`config.mk`:
```
export PLATFORM = sky130hd
export DESIGN_NAME = trap_unit_multi
export DESIGN_NICKNAME = d
export VERILOG_FILES = /design/src/rtl/trap_pkg.sv /design/src/rtl/irq_sync_edge.sv /design/src/rtl/trap_unit_multi.sv
export SDC_FILE = /design/constraint.sdc
export NUM_CORES = 1
export LEC_CHECK = 0
export CORE_MARGIN = 4
export CORE_UTILIZATION = 40
export DETAILED_ROUTE_END_ITERATION = 7
export HOLD_SLACK_MARGIN = 0.15
export PLACE_DENSITY = 0.83
export RECOVER_POWER = 100
export SLEW_MARGIN = 20
export SYNTH_ARGS = -nofsm -noshare
export SYNTH_HDL_FRONTEND = slang
export SYNTH_SLANG_ARGS = --single-unit
```
`constraint.sdc`:
```
create_clock -name clk -period 3.4 [get_ports clk]
set_input_delay 0.34 -clock clk [delete_from_list [all_inputs] [get_ports clk]]
set_output_delay 0.34 -clock clk [all_outputs]
set_load 0.03 [all_outputs]
```
`src/rtl/trap_pkg.sv`:
```
// Shared constants for the machine-mode trap/CSR unit: CSR addresses, cause codes,
// mstatus bit positions and the per-cycle trap event type.
package trap_pkg;

    localparam logic [11:0] CSR_MSTATUS = 12'h300;
    localparam logic [11:0] CSR_MIE     = 12'h304;
    localparam logic [11:0] CSR_MTVEC   = 12'h305;
    localparam logic [11:0] CSR_MEPC    = 12'h341;
    localparam logic [11:0] CSR_MCAUSE  = 12'h342;
    localparam logic [11:0] CSR_MIP     = 12'h344;

    localparam logic [31:0] CAUSE_ILL      = 32'd2;
    localparam logic [31:0] CAUSE_ECALL    = 32'd11;
    localparam logic [4:0]  CAUSE_IRQ_BASE = 5'd16;

    localparam int unsigned MSTATUS_MIE  = 3;
    localparam int unsigned MSTATUS_MPIE = 7;

    typedef enum logic [2:0] {
        EV_NONE,
        EV_ILL,
        EV_ECALL,
        EV_MRET,
        EV_IRQ
    } trap_ev_e;

endpackage

```
`src/rtl/irq_sync_edge.sv`:
```
// Per-source interrupt input stage: multi-flop synchroniser, and for edge sources a
// sticky pending bit set by a rising edge and cleared by acknowledge or W1C.
module irq_sync_edge #(
    parameter int unsigned SYNC_STAGES = 2,
    parameter bit          EDGE        = 1'b0
) (
    input  logic clk,
    input  logic rst,
    input  logic irq,
    input  logic clr,
    output logic mip
);

    logic [SYNC_STAGES-1:0] sync_q;
    logic                   pending_q;
    logic                   rise;

    always_ff @(posedge clk or negedge rst) begin
        if (!rst) begin
            sync_q <= '0;
        end else begin
            sync_q <= {sync_q[SYNC_STAGES-2:0], irq};
        end
    end

    // Edge is taken one stage early so pending lands on the same edge the synced
    // level would, keeping edge and level sources at equal latency.
    assign rise = sync_q[SYNC_STAGES-2] & ~sync_q[SYNC_STAGES-1];

    always_ff @(posedge clk or negedge rst) begin
        if (!rst) begin
            pending_q <= 1'b0;
        end else if (rise) begin
            pending_q <= 1'b1;
        end else if (clr) begin
            pending_q <= 1'b0;
        end
    end

    assign mip = EDGE ? pending_q : sync_q[SYNC_STAGES-1];

endmodule

```
`src/rtl/trap_unit_multi.sv`:
```
// Machine-mode trap and CSR unit: prioritised exceptions, mret and N_IRQ external
// interrupts with direct or vectored entry, driving the datapath PC redirect.
module trap_unit_multi
    import trap_pkg::*;
#(
    parameter int unsigned      N_IRQ       = 4,
    parameter logic [N_IRQ-1:0] EDGE_MASK   = N_IRQ'(4'b0011),
    parameter logic [31:0]      MTVEC_RST   = 32'h0000_0100,
    parameter int unsigned      SYNC_STAGES = 2
) (
    input  logic             clk,
    input  logic             rst,
    input  logic [N_IRQ-1:0] irq,
    input  logic             instr_valid,
    input  logic [31:0]      pc_cur,
    input  logic [31:0]      pc_next,
    input  logic             ill_instr,
    input  logic             ecall,
    input  logic             mret,
    input  logic [11:0]      csr_addr,
    input  logic             csr_we,
    input  logic [31:0]      csr_wdata,
    output logic [31:0]      csr_rdata,
    output logic             redirect,
    output logic [31:0]      redirect_pc,
    output logic [N_IRQ-1:0] irq_ack,
    output logic [31:0]      mepc_o,
    output logic [31:0]      mcause_o,
    output logic             in_trap
);

    logic             st_mie_q;
    logic             st_mpie_q;
    logic [N_IRQ-1:0] mie_q;
    logic [31:0]      mtvec_q;
    logic [31:2]      mepc_q;
    logic [31:0]      mcause_q;

    logic [N_IRQ-1:0] mip;
    logic [N_IRQ-1:0] irq_act;
    logic [N_IRQ-1:0] irq_clr;
    logic [N_IRQ-1:0] ack;
    logic             irq_hit;
    logic [3:0]       irq_idx;
    logic [4:0]       irq_code;
    logic [31:0]      tvec_base;
    logic             csr_wr;
    trap_ev_e         ev;
    logic             unused_pc_lsbs;

    assign unused_pc_lsbs = ^{pc_cur[1:0], pc_next[1:0]};

    for (genvar g = 0; g < N_IRQ; g++) begin : g_src
        irq_sync_edge #(
            .SYNC_STAGES(SYNC_STAGES),
            .EDGE       (EDGE_MASK[g])
        ) u_sync (
            .clk(clk),
            .rst(rst),
            .irq(irq[g]),
            .clr(irq_clr[g]),
            .mip(mip[g])
        );
    end

    assign csr_wr  = csr_we & instr_valid;
    assign irq_clr = ack | ((csr_wr && csr_addr == CSR_MIP) ? csr_wdata[N_IRQ+15:16] : '0);

    // Event selection: lowest enabled pending source, then fixed event priority.
    always_comb begin
        irq_act = mip & mie_q;
        irq_hit = 1'b0;
        irq_idx = '0;
        for (int unsigned i = 0; i < N_IRQ; i++) begin
            if (irq_act[i] && !irq_hit) begin
                irq_hit = 1'b1;
                irq_idx = 4'(i);
            end
        end

        ev = EV_NONE;
        if (instr_valid) begin
            if (ill_instr)                 ev = EV_ILL;
            else if (ecall)                ev = EV_ECALL;
            else if (mret)                 ev = EV_MRET;
            else if (st_mie_q && irq_hit)  ev = EV_IRQ;
        end
    end

    assign irq_code  = CAUSE_IRQ_BASE + {1'b0, irq_idx};
    assign tvec_base = {mtvec_q[31:2], 2'b00};

    always_comb begin
        redirect    = (ev != EV_NONE);
        redirect_pc = '0;
        ack         = '0;
        case (ev)
            EV_ILL, EV_ECALL: redirect_pc = tvec_base;
            EV_MRET:          redirect_pc = {mepc_q, 2'b00};
            EV_IRQ: begin
                redirect_pc = mtvec_q[0] ? tvec_base + {25'b0, irq_code, 2'b00} : tvec_base;
                ack         = N_IRQ'(1) << irq_idx;
            end
            default: ;
        endcase
    end

    assign irq_ack  = ack;
    assign mepc_o   = {mepc_q, 2'b00};
    assign mcause_o = mcause_q;
    assign in_trap  = ~st_mie_q;

    // Trap and mret updates take precedence over a same-cycle CSR write to the same register.
    always_ff @(posedge clk or negedge rst) begin
        if (!rst) begin
            st_mie_q  <= 1'b0;
            st_mpie_q <= 1'b0;
            mie_q     <= '0;
            mtvec_q   <= MTVEC_RST;
            mepc_q    <= '0;
            mcause_q  <= '0;
        end else begin
            case (ev)
                EV_ILL, EV_ECALL, EV_IRQ: begin
                    st_mpie_q <= st_mie_q;
                    st_mie_q  <= 1'b0;
                end
                EV_MRET: begin
                    st_mie_q  <= st_mpie_q;
                    st_mpie_q <= 1'b1;
                end
                default: begin
                    if (csr_wr && csr_addr == CSR_MSTATUS) begin
                        st_mie_q  <= csr_wdata[MSTATUS_MIE];
                        st_mpie_q <= csr_wdata[MSTATUS_MPIE];
                    end
                end
            endcase

            case (ev)
                EV_ILL: begin
                    mepc_q   <= pc_cur[31:2];
                    mcause_q <= CAUSE_ILL;
                end
                EV_ECALL: begin
                    mepc_q   <= pc_cur[31:2];
                    mcause_q <= CAUSE_ECALL;
                end
                EV_IRQ: begin
                    mepc_q   <= pc_next[31:2];
                    mcause_q <= {1'b1, 26'b0, irq_code};
                end
                default: begin
                    if (csr_wr && csr_addr == CSR_MEPC)   mepc_q   <= csr_wdata[31:2];
                    if (csr_wr && csr_addr == CSR_MCAUSE) mcause_q <= csr_wdata;
                end
            endcase

            if (csr_wr && csr_addr == CSR_MIE)   mie_q   <= csr_wdata[N_IRQ+15:16];
            if (csr_wr && csr_addr == CSR_MTVEC) mtvec_q <= {csr_wdata[31:2], 1'b0, csr_wdata[0]};
        end
    end

    always_comb begin
        csr_rdata = '0;
        case (csr_addr)
            CSR_MSTATUS: begin
                csr_rdata[MSTATUS_MIE]  = st_mie_q;
                csr_rdata[MSTATUS_MPIE] = st_mpie_q;
            end
            CSR_MIE:    csr_rdata[N_IRQ+15:16] = mie_q;
            CSR_MTVEC:  csr_rdata = mtvec_q;
            CSR_MEPC:   csr_rdata = {mepc_q, 2'b00};
            CSR_MCAUSE: csr_rdata = mcause_q;
            CSR_MIP:    csr_rdata[N_IRQ+15:16] = mip;
            default:    csr_rdata = '0;
        endcase
    end

endmodule
```
==> impl_metrics.csv <==
group,metric,value,unit
sta,hold_viol,0,
sta,post-route-min-period,3.43,ns
critical_path,critPathCaptureType,"primary output",
logic_synthesis,synth_top_area_cell,"dfrtp_1",
finish,drive_gt1_share,20.8,%
sta,fin_skew,0.00975,ns
drt,firstDrtPassIters,6,
die,core_area,16000,µm²
critical_path,cp-start-kind,"flip-flop",
sta,finalSetupTns,-0.0264,ns
power,peakVddDrop,0.000285,V
global_routing,antenna_found_initial,0,
sta,worstMarginPinSlew,1.28,ns
critical_path,critical_path_class,"reg2out",
logic_synthesis,synth_seq_cells,109,
logic_synthesis,yosys_warnings,0,
critical_path,critPathArrivalTime,3.09,ns
sta,drv_slew,0,
drt,drc,0,
logic_synthesis,yosysSeqAreaShare,41.5,%
drt,drt-vias-per-instance,6.10,
drt,postRouteAntennaNets,0,
power,p_leak,4.44,nW
logic_synthesis,ys_types,59,
sta,setup_violations,1,
sta,max_slew_margin,14.7,%
logic_synthesis,synth_edf_count,0,
finish,syn_to_final_growth,52.1,%
global_routing,grt_usage,28.4,%
sta,clock.fmax,292,MHz
drt,route.vias.total,7272,
power,power.total,3.13,mW
clocking,numCtsBuffers,9,
logic_synthesis,postSynthCellCount,714,
logic_synthesis,synth_top_area_share,41.1,%
drt,drt-wirelength-per-cell,22.6,µm
drt,first_iter_violations,877,
logic_synthesis,synth_ff_type,"dfrtp_1",
place,port_buffers,244,
finish,ff_latch_area,2730,µm²
finish,multiInputGateArea,3580,µm²
clocking,clock-sinks,109,
die,start_util,41.1,%
power,power_density,313,nW/µm²
run_status,violations,"setup timing",
logic_synthesis,synthesis.area,6580,µm²
die,dieWidth,136,µm
logic_synthesis,post_synth.cell_area_avg,9.22,µm²
die,fp.dieArea,18600,µm²
sta,period_share,101,%
global_routing,grt_pass1_wl,40.6,mm
place,gp_congestion,0.986,
drt,routed_wl,26.9,mm
clocking,cts-root-buf,"clkbuf_16",
worst_hold_path,hp-class,"reg2reg",
global_routing,grt_pass1_vias,7259,
clocking,worst_skew_pair.late_latency,0.36,ns
logic_synthesis,synth_area_leaders,"dfrtp_1, nand2_1, a222oi_1, mux2_4, o21ai_0",
sta,fin_ws,-0.0264,ns
sta,holdWs,0.352,ns
clocking,cts_buffer_depth,2,
clocking,clkTransAtPathRegs,0.07,ns
die,rows,46,
critical_path,worstPathRequired,3.06,ns
place,dp_hpwl,19.2,mm
clocking,h-tree-depth,3,
run,max_cap_viol_count,0,
clocking,cts_tree,"built",
finish,mostFrequentLayoutCells,"nand2_1, clkdlybuf4s50_1, dfrtp_1",
logic_synthesis,async_flop_share,100,%
run_status,outcome,"finished with violations",
sta,rsz0062_at_grt,"true",
finish,fin_nets,1092,
global_routing,grt_overflow,0,
die,die_y,136,µm
critical_path,critPathMaxFanout,3,
global_routing,grt_max_degree,49,
finish,fill_cells,1350,
critical_path,regToRegSetupSlack,1.13,ns
die,ioPinCount,253,
report_power, final:
part           internal [mW]  total [mW]  switching, mW
registers               1.35        1.42         0.0702
clock network          0.579        1.09          0.515
logic                  0.287       0.611          0.324
per-layer routing:
metal  GRT usage, %  vias up  routed length (µm)
met1           35.9     3542               10600
met5              0        -                   0
met4           8.90        0                 709
met2           46.8      454               12700
li1               -     3218                   -
met3           8.44       58                2930
logic make-up after synthesis:
group                    count (synthesis)  share of synthesized area (%)
flip-flops                             109                           41.5
AO/OA/AOI/OAI                          253                           27.4
other                                    1                         0.0570
AND/OR/NAND/NOR                        211                           16.4
multiplexers                            37                           7.40
XOR/XNOR                                 1                          0.133
adder cells (fa/ha/maj)                  3                          0.684
buffers and inverters                   99                           6.50
path summary, 6_finish.rpt:
path	end	cells past startpoint	from
max in group asynchronous	mtvec_q[17]	3	rst
hold reg to reg	g_src[2].u_sync.sync_q[1]	0	g_src[2].u_sync.sync_q[0]
setup / recovery	redirect_pc[22]	13	g_src[2].u_sync.sync_q[1]
min in group asynchronous	mcause_o[25]	2	rst
hold / removal	g_src[2].u_sync.sync_q[1]	0	g_src[2].u_sync.sync_q[0]
setup reg to reg	st_mpie_q	7	g_src[0].u_sync.mip
worst max-delay path, stage by stage, from the launching register on:
cell and delay, ns:
dfrtp_1 0.40, nand2_2 0.09, nand3_2 0.10, a21oi_2 0.19
ha_2 0.23, fa_2 0.24, a31oi_2 0.10, buf_4 0.16
nor3b_4 0.24, buf_6 0.14, nand4_1 0.10, and3_1 0.21
or3_4 0.38, buf_6 0.15
cells in the mapped netlist, drive strengths merged, types with 2 or more instances:
master   instances
nand3           16
o211ai           3
nor4             6
a2bb2oi         30
nor2b            3
buf             17
a41oi            3
inv             36
a31oi           13
a22oi           33
nand2          115
clkbuf          46
ha               2
or2              2
nor3            12
nand4           11
or3              4
dfrtp          108
a211oi           2
a222oi          30
a32oi            3
mux2i            4
nor2            13
or4              3
o32ai            2
and2             7
o311ai          18
and3             6
or4b             2
o21ai           63
a21oi           37
nor4b            4
a221o            5
a22o             8
mux2            33
metrics by stage:
step	setup slack, ns	instances	util [%]	instance area [µm²]
after floorplan	-0.0129	717	-	6590
after global placement	0.00256	1159	59.3	9490
after detailed placement	-0.105	1159	59.3	9490
after CTS	0.0180	1188	62.1	9940
after global routing	-0.145	1191	62.5	10000
final	-0.0264	1192	62.5	10000
state kept, by name, summed over array words and instances, names as in the netlist:
name / flops
g_src.u_sync.mip: 2
st_mpie_q: 1
mtvec_q: 31
st_mie_q: 1
g_src.u_sync.sync_q: 8
mcause_o: 32
mie_q: 4
mepc_q: 30
final cells by class:
cell class	instances	share of cell area [%]
inverters	36	1.35
clock buffers	10	2.29
diodes	1	0.0250
well taps	216	2.70
repair buffers	305	29.9
multi-input cells	509	35.8
flip-flops and latches	109	27.3
clock inverters	6	0.713
timing repair:
item	in CTS	in global routing
endpoints found under the hold margin	46	0
setup endpoints to repair	12	17
gates resized for setup	22	32
setup buffers	12	3
hold buffers	1	0
pin swaps	4	7
No activity file was read; power rests on OpenSTA's default activity.
